==> config.mk <==
export PLATFORM = sky130hd
export DESIGN_NAME = mem_arbiter
export DESIGN_NICKNAME = d
export VERILOG_FILES = /design/src/rtl/mem_arbiter.sv
export SDC_FILE = /design/constraint.sdc
export NUM_CORES = 1
export LEC_CHECK = 0
export BUFFER_PORTS_ARGS = -buffer_cell sky130_fd_sc_hd__buf_2
export CAP_MARGIN = 10
export CORE_AREA = 2 2 360 362
export DETAILED_ROUTE_END_ITERATION = 12
export DIE_AREA = 0 0 362 364
export GPL_TIMING_DRIVEN = 0
export SYNTH_ARGS = -nofsm -noshare
export SYNTH_HDL_FRONTEND = slang
export SYNTH_SLANG_ARGS = --single-unit
==> constraint.sdc <==
create_clock -name clk_i -period 2.9 [get_ports clk_i]
set_clock_uncertainty 0.1 [all_clocks]
set_input_delay 0.145 -clock clk_i [delete_from_list [all_inputs] [get_ports clk_i]]
set_output_delay 0.145 -clock clk_i [all_outputs]
set_load 0.05 [all_outputs]
==> src/rtl/mem_arbiter.sv <==
`default_nettype none
// ============================================================================
// Module   : mem_arbiter
// Purpose  : Two-requester (icache / dcache) arbiter for one shared memory
//            port. Each transaction is atomic, and every transaction is
//            re-arbitrated through IDLE.
// Options  : MEM_ARB_ROUND_ROBIN_EN selects round-robin tie-breaking.
//            When it is undefined, the dcache wins every tie.
// Revision : 1.0 - initial release
// ============================================================================
module mem_arbiter #(
   parameter int ADDR_W = 32,
   parameter int LINE_W = 128
) (
   input  logic              clk_i,
   input  logic              rst_ni,

   input  logic              ic_valid_i,
   input  logic              ic_rw_i,
   input  logic [ADDR_W-1:0] ic_addr_i,
   input  logic [LINE_W-1:0] ic_wdata_i,
   output logic              ic_ready_o,
   output logic [LINE_W-1:0] ic_rdata_o,

   input  logic              dc_valid_i,
   input  logic              dc_rw_i,
   input  logic [ADDR_W-1:0] dc_addr_i,
   input  logic [LINE_W-1:0] dc_wdata_i,
   output logic              dc_ready_o,
   output logic [LINE_W-1:0] dc_rdata_o,

   output logic              mem_valid_o,
   output logic              mem_rw_o,
   output logic [ADDR_W-1:0] mem_addr_o,
   output logic [LINE_W-1:0] mem_wdata_o,
   input  logic              mem_ready_i,
   input  logic [LINE_W-1:0] mem_rdata_i,

   output logic [31:0]       ic_grant_cnt_o,
   output logic [31:0]       dc_grant_cnt_o
);

   typedef enum logic [1:0] {
      IDLE     = 2'd0,
      GRANT_IC = 2'd1,
      GRANT_DC = 2'd2
   } state_t;

   state_t      state;
   state_t      state_nxt;
   logic        ic_done;
   logic        dc_done;
   logic        dc_wins_tie;
   logic [31:0] ic_cnt;
   logic [31:0] dc_cnt;

`ifdef MEM_ARB_ROUND_ROBIN_EN
   // last_dc = 1 means the dcache completed most recently; reset = icache last
   logic last_dc;

   always_ff @(posedge clk_i or negedge rst_ni) begin
      if (!rst_ni) begin
         last_dc <= 1'b0;
      end else if (dc_done) begin
         last_dc <= 1'b1;
      end else if (ic_done) begin
         last_dc <= 1'b0;
      end
   end

   assign dc_wins_tie = ~last_dc;
`else
   assign dc_wins_tie = 1'b1;
`endif

   always_ff @(posedge clk_i or negedge rst_ni) begin
      if (!rst_ni) begin
         state <= IDLE;
      end else begin
         state <= state_nxt;
      end
   end

   // A completion needs the granted requester to still be asking
   assign ic_done = (state == GRANT_IC) && ic_valid_i && mem_ready_i;
   assign dc_done = (state == GRANT_DC) && dc_valid_i && mem_ready_i;

   always_comb begin
      state_nxt   = state;
      mem_valid_o = 1'b0;
      mem_rw_o    = 1'b0;
      mem_addr_o  = '0;
      mem_wdata_o = '0;
      ic_ready_o  = 1'b0;
      ic_rdata_o  = '0;
      dc_ready_o  = 1'b0;
      dc_rdata_o  = '0;

      case (state)
         IDLE: begin
            if (ic_valid_i && dc_valid_i) begin
               state_nxt = dc_wins_tie ? GRANT_DC : GRANT_IC;
            end else if (dc_valid_i) begin
               state_nxt = GRANT_DC;
            end else if (ic_valid_i) begin
               state_nxt = GRANT_IC;
            end
         end

         GRANT_IC: begin
            mem_valid_o = ic_valid_i;
            mem_rw_o    = ic_rw_i;
            mem_addr_o  = ic_addr_i;
            mem_wdata_o = ic_wdata_i;
            if (ic_done) begin
               ic_ready_o = 1'b1;
               ic_rdata_o = mem_rdata_i;
            end
            if (!ic_valid_i || mem_ready_i) begin
               state_nxt = IDLE;
            end
         end

         GRANT_DC: begin
            mem_valid_o = dc_valid_i;
            mem_rw_o    = dc_rw_i;
            mem_addr_o  = dc_addr_i;
            mem_wdata_o = dc_wdata_i;
            if (dc_done) begin
               dc_ready_o = 1'b1;
               dc_rdata_o = mem_rdata_i;
            end
            if (!dc_valid_i || mem_ready_i) begin
               state_nxt = IDLE;
            end
         end

         default: begin
            state_nxt = IDLE;
         end
      endcase
   end

   always_ff @(posedge clk_i or negedge rst_ni) begin
      if (!rst_ni) begin
         ic_cnt <= 32'd0;
         dc_cnt <= 32'd0;
      end else begin
         if (ic_done) begin
            ic_cnt <= ic_cnt + 32'd1;
         end
         if (dc_done) begin
            dc_cnt <= dc_cnt + 32'd1;
         end
      end
   end

   assign ic_grant_cnt_o = ic_cnt;
   assign dc_grant_cnt_o = dc_cnt;

endmodule
`default_nettype wire
# == Word-level counts from Yosys, hierarchy flattened ==
# Cells that the tools add are included.
# totals
output_inout_bits,484
register_bits,66
# classes
n_addsub,2
n_reduce_logical,11
n_mux,18
eq_ne,5
# op_table
cell,n
$mux W128,4
$pmux W128 S2,1
$add A32 B1 Y32 const B,2
$pmux W32 S2,1
$mux W2,5
$pmux W2 S3,1
$logic_and A1 B1 Y1,5
$mux W1,4
$ne A2 B1 Y1 const B,2
$ne A4 B4 Y1 const B,1
$pmux W1 S2,2
$reduce_and A3 Y1,1
$eq A2 B1 Y1 const B,1
$eq A2 B2 Y1 const B,1
$logic_not A1 Y1,2
$logic_not A2 Y1,1
$logic_or A1 B1 Y1,2

# == Depth between registers and ports, before layout ==
# logic_depth
word_depth,5
mapped_depth,9

# == Worst setup path after synthesis ==
# OpenSTA, ideal clock, no wires.
# synth_path
path_kind,reg-to-output
start,reg state[0]
end,out dc_rdata_o[119]
setup_slack_ps,141
stages_incl_launch_ff,9
arrival_ps,2514
path_buffers,4
cell_sequence,dfrtp_1 > inv_1 > ha_1 > clkbuf_1 > and3_1 > buf_2 > buf_2 > clkbuf_1 > and2_1
# synth_via
elab_chain_len,5
# synth_lines
element,line,source
from (decl),49,state_t state;
from (signal assigned),80,state <= state_nxt;
$eq A2 B2 Y1 *,"86, 99",
$logic_and A1 B1 Y1 (2 in a row),86,assign dc_done = (state == GRANT_DC) && dc_valid_i && mem_ready_i;
$mux W128,129,if (dc_done) begin
$mux W128 *,99,case (state)
to (decl),30,"output logic [LINE_W-1:0] dc_rdata_o,"
# Every way passes the cells marked *; elsewhere a longest branch is shown, timed or not.

# == Worst setup path in the final report ==
# layout_path
start,reg state[0]
end,out mem_wdata_o[102]
# layout_via
elab_chain_len,2
elab_cells_between_ends,3
# layout_lines
element,line,source
$eq A2 B2 Y1 / $eq A2 B1 Y1 (equally long branches),99,
$pmux W128 S2 *,99,
to (decl),35,"output logic [LINE_W-1:0] mem_wdata_o,"
# Marks and branches as above.

==> results.yml <==
routing:
  first_pass_iters: 6
  drc_errors: 0
  vias: 12200
  wire_per_inst_um: 29.9
  via_per_inst: 3.39
  drtIter0Drc: 938
  routed_wl_mm: 107
  ant_nets: 0
logic_synthesis:
  netlist.top_cell.by_area: "dfrtp_1"
  synth-seq-cells: 66
  netlist_area_sq_mm: 0.00713
  synth_cells: 931
  synthTopCellsByArea: "dfrtp_1, and2_1, a22oi_1"
  ys_warn_count: 0
  yosysTopAreaCellShare: 0.232
  seq_area_frac_synth: 0.232
  syn_area_per_cell_sq_um: 7.66
  syn_nets: 1391
  synth.distinct_cells: 32
placement:
  dp_hpwl_mm: 99.5
  place_inst: 3546
  portBuffers: 938
  gp_congestion: 0.962
  dp_slack_ns: -1.37
cells_and_area:
  multi_input_area_sq_mm: 0.00518
  ff_latch_area_sq_mm: 0.00165
  final_cells: 3595
  n_fill_cell: 15000
  layout-drive-gt1-share: 0.546
  area_growth_pct: 111
  final_core_util: 0.117
  final_nets: 2346
critical_path:
  startpoint_type: "register"
  crit_required_ns: 2.65
  crit_chain: "inv_1 -> ha_4 -> buf_4 -> clkbuf_2 -> a22oi_1 -> nor2b_1 -> buf_2"
  worstSetupPathType: "reg -> out"
  critPathMaxStageDelay_ns: 0.44
  worstPathMaxFanout: 10
  end_kind: "output pin"
  cp.buffers_inverters: 4
  slowest_stage: "clkbuf_2"
  arrival_ns: 2.57
  cpLargestDelayFamily: "buffers and inverters"
floorplan:
  core-area_sq_mm: 0.128
  die_w_um: 362
  initial_utilization: 0.0556
  die_y_um: 364
  ioPinCount: 939
  dieArea_sq_mm: 0.132
  fp-row-count: 132
clock_tree:
  htreeDepth: 3
  clock_path_buffers: 2
  clockRootBuffer: "clkbuf_16"
  clkTransAtPathRegs_ns: 0.08
  cts_tree: "yes"
  worstSkewPairLatency_ns: 0.36
  cts_buffers: 9
  cts.sinks: 66
global_routing:
  grt_pass1_vias: 10800
  grt_pass1_wl_mm: 128
  antenna_found_initial: 179
  grt_max_degree: 65
  gr-total-overflow: 0
  grt_usage: 0.153
timing:
  tns_ns: 0
  setup_viol: 0
  drv_slew: 0
  clock.fmax_ghz: 0.355
  finalCriticalPeriod_ns: 2.81
  relSlewSlack: 0.554
  timing.final.crit_share: 0.970
  finalWorstSetupSlack_ns: 0.0869
  max_slew.worst_pin.slew_ns: 0.669
  hold_viol: 0
hold_path:
  hp-class: "in -> async"
status:
  status: "finished, final reports clean"
run:
  max-cap-violations: 0
power:
  powerDensity_mw_per_mm2: 784
  ir_drop_uv: 241
  p_leak_uw: 0.00771
timing repair:
action                                  4_1_cts  5_1_grt
endpoints found under the hold margin        68        0
pin swaps                                     1        0
endpoints found under the setup margin      464      205
hold buffers                                  4        0
gates resized for setup                     177       69
setup buffers                                 2        0
area by class of cell:
| cell class | count | share of cell area |
|---|---|---|
| Buffer | 83 | 0.0362 |
| Sequential cell | 66 | 0.110 |
| Clock buffer | 10 | 0.0153 |
| Antenna cell | 29 | 0.00483 |
| Timing Repair Buffer | 946 | 0.340 |
| Inverter | 4 | 0.00100 |
| Multi-Input combinational cell | 776 | 0.345 |
| Clock inverter | 6 | 0.00767 |
| Tap cell | 1675 | 0.140 |
where the power goes:
group | switching, uW | leakage [uW] | internal, uW
registers | 79.5 | 0.000901 | 977
logic | 6930 | 0.00664 | 2470
clock network | 466 | 0.000163 | 844
cell usage after synthesis, drive strengths merged:
cell,n
xor2,25
nand2b,1
nand3,12
or3,1
nor4,2
nor2,18
ha,5
nand3b,1
dfrtp,66
and2,259
nand2,37
inv,4
mux2,2
clkbuf,81
o21ai,1
and4bb,1
a21boi,1
or4,3
a22oi,161
a21oi,2
and3,18
nor2b,161
xnor2,37
nor3,8
nand4,14
a21o,1
buf,4
and4,4
o2bb2ai,1
final timing paths:
kind | start | end | slack, ns | cells past startpoint
max | state[0]$_DFFE_PN0P_ | mem_wdata_o[102] | 0.09 | 7
min | rst_ni | state[0]$_DFFE_PN0P_ | 0.04 | 2
max reg2reg | state[1]$_DFFE_PN0P_ | ic_grant_cnt_o[31]$_DFFE_PN0N_ | 0.28 | 9
min reg2reg | dc_grant_cnt_o[31]$_DFFE_PN0N_ | dc_grant_cnt_o[31]$_DFFE_PN0N_ | 0.36 | 1
max in group asynchronous | rst_ni | ic_grant_cnt_o[20]$_DFFE_PN0N_ | 2.04 | 3
min in group clk_i | mem_ready_i | state[1]$_DFFE_PN0P_ | 0.06 | 3
through the flow:
stage / instance area [sq um] / hold WS [ns] / power, uW
5_1_grt: 14900 / 0.0407 / 12200
3_3_place_gp: 13900 / 0.354 / 10100
4_1_cts: 14800 / 0.0218 / 11800
2_1_floorplan: 7130 / -0.251 / 6770
3_5_place_dp: 14000 / -0.116 / 10200
6_report: 15000 / 0.0408 / 11800
placed cells by master (no fill, tap or decap), drive strengths merged, types with 14 or more instances in the layout:
cell type | synthesis | final
a22oi | 161 | 161
and2 | 259 | 259
and3 | 18 | 18
buf | 4 | 914
clkbuf | 81 | 121
dfrtp | 66 | 66
diode | 0 | 29
nand2 | 37 | 37
nand4 | 14 | 14
nor2 | 18 | 18
nor2b | 161 | 161
xnor2 | 37 | 37
xor2 | 25 | 25
layer usage:
| metal | global-route usage | vias to the layer above | wire length [um] | part of all wire |
|---|---|---|---|---|
| met2 | 0.241 | 924 | 47000 | 0.44 |
| met4 | 0.0200 | 130 | 2590 | 0.024 |
| li1 | - | 5123 | - | - |
| met3 | 0.0999 | 320 | 16900 | 0.16 |
| met1 | 0.176 | 5705 | 39800 | 0.37 |
| met5 | 0.0153 | - | 1110 | 0.010 |
state kept, by name, summed over array words and instances (netlist names):
name / count
ic_grant_cnt_o: 32
dc_grant_cnt_o: 32
state: 2
worst register-to-register path, stage by stage (launching register included):
cell     delay [ns]
dfrtp_1        0.44
inv_2          0.12
ha_2           0.21
buf_12         0.18
and3_1         0.20
buf_8          0.18
and4_1         0.29
nand2_1        0.16
or4_4          0.49
xnor2_2        0.14
cells by family after synthesis:
kind of cell               Yosys count  share of synthesized area
AOI/OAI and AO/OA                  167                      0.175
xor gates and xnor gates            62                     0.0772
adders and majority gates            5                    0.00877
buffers and inverters               89                     0.0476
DFF                                 66                      0.232
muxes                                2                    0.00316
and+or+nand+nor                    540                      0.457
Note: power is estimated with default switching activity, not from simulation.
